<file path="config.mk">
export PLATFORM = sky130hd
export DESIGN_NAME = req_ack_arbiter
export DESIGN_NICKNAME = d
export VERILOG_FILES = /design/src/rtl/req_ack_arbiter.sv
export SDC_FILE = /design/constraint.sdc
export NUM_CORES = 1
export LEC_CHECK = 0
export BUFFER_PORTS_ARGS = -buffer_cell sky130_fd_sc_hd__buf_4
export CORE_MARGIN = 8
export CORE_UTILIZATION = 35
export CTS_CLUSTER_SIZE = 8
export DETAILED_ROUTE_END_ITERATION = 8
export HOLD_SLACK_MARGIN = 0.03
export PLACE_DENSITY_LB_ADDON = 0.3
export RECOVER_POWER = 50
export SYNTH_ARGS = -nofsm -noshare
export SYNTH_HDL_FRONTEND = slang
export SYNTH_SLANG_ARGS = --single-unit
</file>
<file path="constraint.sdc">
create_clock -name clk -period 2.15 [get_ports clk]
set_clock_uncertainty 0.15 [all_clocks]
set_input_delay 0 -clock clk [delete_from_list [all_inputs] [get_ports clk]]
set_output_delay 0 -clock clk [all_outputs]
set_load 0.02 [all_outputs]
</file>
<file path="src/rtl/req_ack_arbiter.sv">
// Round-robin arbiter that shares one single-outstanding req/ack resource
// among N_CLIENTS requesters. Each transaction is issued as a one-cycle
// res_req pulse. The ack is expected exactly ACK_LATENCY cycles later, and
// the next issue is held off until MIN_GAP cycles have elapsed. Completion,
// or a missing ack, is routed back to the issuing client. Late and spurious
// acks set sticky error flags, and issue/ack totals are counted.
module req_ack_arbiter #(
  parameter int N_CLIENTS   = 4,
  parameter int ACK_LATENCY = 4,
  parameter int MIN_GAP     = 8,
  parameter int CNT_W       = 8
) (
  input  logic                 clk,
  input  logic                 rst_n,
  input  logic [N_CLIENTS-1:0] cli_req,
  output logic [N_CLIENTS-1:0] cli_gnt,
  output logic [N_CLIENTS-1:0] cli_done,
  output logic                 done_err,
  output logic                 res_req,
  input  logic                 res_ack,
  output logic                 busy,
  output logic                 err_late,
  output logic                 err_spurious,
  input  logic                 err_clr,
  output logic [CNT_W-1:0]     issued_count,
  output logic [CNT_W-1:0]     acked_count
);

  localparam int PTR_W = $clog2(N_CLIENTS);
  localparam int TMR_W = $clog2(MIN_GAP + 1);

  // The timer reads 1 in the issue cycle and counts up from there.
  // The ack is therefore due when the timer reads ACK_LATENCY+1.
  localparam logic [TMR_W-1:0] GAP_MAX = TMR_W'(MIN_GAP);
  localparam logic [TMR_W-1:0] ACK_AT  = TMR_W'(ACK_LATENCY + 1);

  typedef enum logic [1:0] {
    S_IDLE,
    S_WAIT,
    S_GAP
  } state_t;

  state_t               state_q,    state_d;
  logic [TMR_W-1:0]     timer_q,    timer_d;
  logic [PTR_W-1:0]     rr_ptr_q,   rr_ptr_d;
  logic [PTR_W-1:0]     owner_q,    owner_d;
  logic                 res_req_q,  res_req_d;
  logic [N_CLIENTS-1:0] gnt_q,      gnt_d;
  logic [N_CLIENTS-1:0] done_q,     done_d;
  logic                 done_err_q, done_err_d;
  logic                 busy_q,     busy_d;
  logic                 late_q,     late_d;
  logic                 spur_q,     spur_d;
  logic [CNT_W-1:0]     issued_q,   issued_d;
  logic [CNT_W-1:0]     acked_q,    acked_d;

  logic                 arb_found;
  logic [PTR_W-1:0]     arb_win;
  logic                 late_set;
  logic                 spur_set;

  // Round-robin pick: the first requester at or after the pointer, wrapping.
  always_comb begin
    int idx;
    // NOTE: every variable gets a default before any branch, so no path
    // leaves one unassigned and no latch is inferred.
    arb_found = 1'b0;
    arb_win   = '0;
    idx       = 0;
    for (int i = 0; i < N_CLIENTS; i++) begin
      idx = int'(rr_ptr_q) + i;
      if (idx >= N_CLIENTS) idx = idx - N_CLIENTS;
      if (!arb_found && cli_req[idx]) begin
        arb_found = 1'b1;
        arb_win   = PTR_W'(idx);
      end
    end
  end

  // Next-state logic for the sequencer, the error flags and the counters.
  always_comb begin
    state_d    = state_q;
    timer_d    = (timer_q == GAP_MAX) ? timer_q : timer_q + TMR_W'(1);
    rr_ptr_d   = rr_ptr_q;
    owner_d    = owner_q;
    res_req_d  = 1'b0;
    gnt_d      = '0;
    done_d     = '0;
    done_err_d = 1'b0;
    issued_d   = issued_q;
    acked_d    = acked_q;
    late_set   = 1'b0;
    spur_set   = 1'b0;

    case (state_q)
      S_IDLE: begin
        spur_set = res_ack;
        if (timer_q == GAP_MAX && arb_found) begin
          res_req_d      = 1'b1;
          gnt_d[arb_win] = 1'b1;
          owner_d        = arb_win;
          rr_ptr_d       = (arb_win == PTR_W'(N_CLIENTS - 1)) ? '0 : arb_win + PTR_W'(1);
          issued_d       = issued_q + CNT_W'(1);
          timer_d        = TMR_W'(1);
          state_d        = S_WAIT;
        end
      end
      S_WAIT: begin
        if (timer_q == ACK_AT) begin
          // The one cycle in which the ack is legal.
          done_d[owner_q] = 1'b1;
          done_err_d      = ~res_ack;
          late_set        = ~res_ack;
          if (res_ack) acked_d = acked_q + CNT_W'(1);
          state_d = (timer_d == GAP_MAX) ? S_IDLE : S_GAP;
        end else begin
          spur_set = res_ack;
        end
      end
      S_GAP: begin
        spur_set = res_ack;
        if (timer_d == GAP_MAX) state_d = S_IDLE;
      end
      default: state_d = S_IDLE;
    endcase

    // A set in the same cycle as err_clr takes priority over the clear.
    late_d = late_set | (late_q & ~err_clr);
    spur_d = spur_set | (spur_q & ~err_clr);
    busy_d = (state_d != S_IDLE) || (timer_d < GAP_MAX);
  end

  // State and output registers. Reset abandons any outstanding transaction.
  always_ff @(posedge clk or negedge rst_n) begin
    if (!rst_n) begin
      state_q    <= S_IDLE;
      timer_q    <= GAP_MAX;
      rr_ptr_q   <= '0;
      owner_q    <= '0;
      res_req_q  <= 1'b0;
      gnt_q      <= '0;
      done_q     <= '0;
      done_err_q <= 1'b0;
      busy_q     <= 1'b0;
      late_q     <= 1'b0;
      spur_q     <= 1'b0;
      issued_q   <= '0;
      acked_q    <= '0;
    end else begin
      // NOTE: non-blocking assignments make every register update from
      // pre-edge values, independent of statement order.
      state_q    <= state_d;
      timer_q    <= timer_d;
      rr_ptr_q   <= rr_ptr_d;
      owner_q    <= owner_d;
      res_req_q  <= res_req_d;
      gnt_q      <= gnt_d;
      done_q     <= done_d;
      done_err_q <= done_err_d;
      busy_q     <= busy_d;
      late_q     <= late_d;
      spur_q     <= spur_d;
      issued_q   <= issued_d;
      acked_q    <= acked_d;
    end
  end

  assign res_req      = res_req_q;
  assign cli_gnt      = gnt_q;
  assign cli_done     = done_q;
  assign done_err     = done_err_q;
  assign busy         = busy_q;
  assign err_late     = late_q;
  assign err_spurious = spur_q;
  assign issued_count = issued_q;
  assign acked_count  = acked_q;

endmodule

</file>
==> impl_results.md <==
* Status: finished, final reports clean
* Slew @ Worst Pin at 0.9473 ns
* Final Critical Period at 1.919 ns
* Die height at 88.12 um
* Die ar. at 7765 um2
* Post-synth ARST share at 100.0%
* TritonCTS Buffers at 5
* Hold Path Class: input pin to flop
* Die Width at 88.12 um
* Largest net degree at the start of global routing at 40
* CP endpoint kind: flop
* Sum Neg Setup Slack at 0 ns
* WS Path Type: flop to flop
* Synth Warn # at 0
* Final HPWL DP at 2531 um
* Synth cell count leaders: 38 x dfrtp_1, 12 x xnor2_1, 11 x inv_1
* Global-route wire length before repair at 5796 um
* Critical Path AT at 1.94 ns
* Net Count, Synth at 173
* Avg WL per Cell at 12.57 um
* PwrDens at 1081 nW/um2
* CTS sink cnt at 39
* Via count at 1250
* Register area share after synthesis at 53.68%
* Hold slack at 0.06226 ns
* LEAKAGE at 0.001073 uW
* Max FO, Critical Path at 6
* Initial core utilization at 35.87%
* Worst reg2reg setup slack at 0.23 ns
* H-tree Lvls at 2
* Avg Synthesized Cell Area at 11.67 um2
* CTS max path bufs at 2
* Layout cells sized above 1 at 19.80%
* DRT iter0 DRCs at 38
* Drt first pass iters at 3
* Synth unique cells at 36
* DRC at 0
* Number of global-route vias before repair at 1217
* Worst Slack Setup Final at 0.2312 ns
* Yosys top cell area share at 52.23%
* Final nets at 218
* RePlAce Congestion at 0.7611
* Worst slack at placement at 0.1152 ns
* I/O Buffers at 36
* Root Driver: clkbuf_8
* Ys flop type: dfrtp_1
* ANT cells at 0
* Skew-Pair Late Insertion Delay at 0.28 ns
* Total Power at 2421 uW
* Max Slew Vio Count at 0
* Unrepaired setup endpoints after global routing: no
* Register bit total from synthesis at 39
* Main area contributors after synthesis: dfrtp_1 52%, ha_1 6.2%, xnor2_1 5.8%, nor4_4 2.3%, inv_1 2.3%
* Dpl cell area at 2172 um2
* Post-synth top area cell: dfrtp_1
* Routed WL at 3418 um
* Rows at 26
* Vias per std cell at 4.596
* GRT Util Overall at 9.473%
* FMAX at 521.2 MHz
* Fin. Hold Viols at 0
* Crit share post-route at 89.25%
* Max Cap Violations at 0
* WP data required at 2.17 ns
* Finished Cell Area at 2238 um2
* Count leader, synth: dfrtp_1
* Peak VDD IR at 365.7 uV
* I/O pins at 37
* GRT Residual Overflow at 0
* Mapped Cells at 156
* Core Area at 5075 um2
* Initial antenna violation count at 0
* Final setup violation count at 0
* CTS clk-pin slew, worst paths at 0.08 ns
* Area grow syn2layout at 22.96%
* Cell area after synthesis at 1820 um2
* Startpoint Class: flop
* Max-slew headroom at 36.85%
* Post-DRT Antenna Nets at 0
* TritonCTS clock tree: done
* Number of synthesized flops with an enable pin at 0
[flip-flops by register name, indices dropped and copies added (netlist names)]
register,cells
cli_done,4
acked_count,8
err_late,1
issued_count,8
owner_q,2
timer_q,4
cli_gnt,4
busy,1
rr_ptr_q,2
res_req,1
state_q,2
done_err,1
err_spurious,1
[critical path, stage by stage, from the launching register on]
cell     delay (ns)
dfrtp_1        0.43
mux2i_1        0.20
nor2_1         0.10
nor4_2         0.38
ha_1           0.29
mux2_2         0.26
[cell type report]
type                            instances  area [um2]
Sequential cell                        39       977.2
Clock inverter                          2       12.51
Fill cell                             513        2836
Inverter                               11       41.29
Timing Repair Buffer                   41       260.3
Multi-Input combinational cell        103       787.0
Clock buffer                            6       72.57
Tap cell                               70       87.58
[cells in the final DEF, fill, tap and decap left out, drive strengths merged]
cell         Yosys  layout
dfrtp           38      38
a22oi            1       1
dlygate4sd3      0       3
a21oi            4       4
buf              3      23
a21boi           1       1
nor2             7       7
ha               9       9
nor3             3       3
xnor2           12      12
clkinv           0       1
nand2b           5       5
nand4b           1       1
o21bai           2       2
clkbuf           0      21
and4             3       3
inv             11      11
nor4             3       3
o21ai            4       4
and2             5       5
nor2b            2       2
nand4            5       5
mux2             4       4
nand2            8       8
nand3            6       6
xor2             3       3
o22ai            1       1
nand3b           1       1
mux2i            1       1
a31oi            1       1
dfstp            1       1
o2bb2a           1       1
nor4b            1       1
clkinvlp         0       1
and3b            2       2
o211ai           1       1
and3             6       6
[kinds of logic after synthesis]
| group | after synthesis | share of synthesized area (%) |
|---|---|---|
| simple gates | 58 | 20.76 |
| flops | 39 | 53.68 |
| compound gates | 16 | 5.499 |
| xor+xnor | 15 | 7.217 |
| buf+inv | 14 | 3.436 |
| fa+ha+maj | 9 | 6.186 |
| mux | 5 | 3.230 |
[stage by stage]
step	std cells	util, %
floorplan	156	-
global placement	261	42.80
detailed placement	261	42.80
CTS	272	45.07
global route	272	44.11
finish	272	44.11
[per-layer routing]
metal,wire length [um],global-route usage (%),up-vias
li1,-,-,626
met1,1637,11.76,588
met2,1447,14.36,31
met3,270,3.471,5
met4,63,4.147,0
met5,0,0,-
[worst paths after layout]
check                                      from               to  depth (start not counted)
worst max-delay path                rr_ptr_q[1]      rr_ptr_q[1]                          5
worst min-delay path                 cli_req[3]       timer_q[1]                          4
worst max register to register      rr_ptr_q[1]      rr_ptr_q[1]                          5
worst min register to register  issued_count[7]  issued_count[7]                          1
max in group asynchronous                 rst_n       owner_q[1]                          2
min in group asynchronous                 rst_n   acked_count[0]                          2
[repair_timing]
item                       in CTS  in global routing
hold buffers                    3                  0
setup endpoints to repair       0                  1
hold endpoints to repair       42                  0
gates resized for setup         0                  1
buffers inserted                0                  0
[power by group]
| group | switching [uW] | total (uW) | internal, uW |
|---|---|---|---|
| Clock | 246 | 473 | 227 |
| Sequential | 188 | 1100 | 915 |
| Combinational | 460 | 845 | 385 |
| Total | 894 | 2420 | 1530 |
No activity file was read; power rests on OpenSTA's default activity.
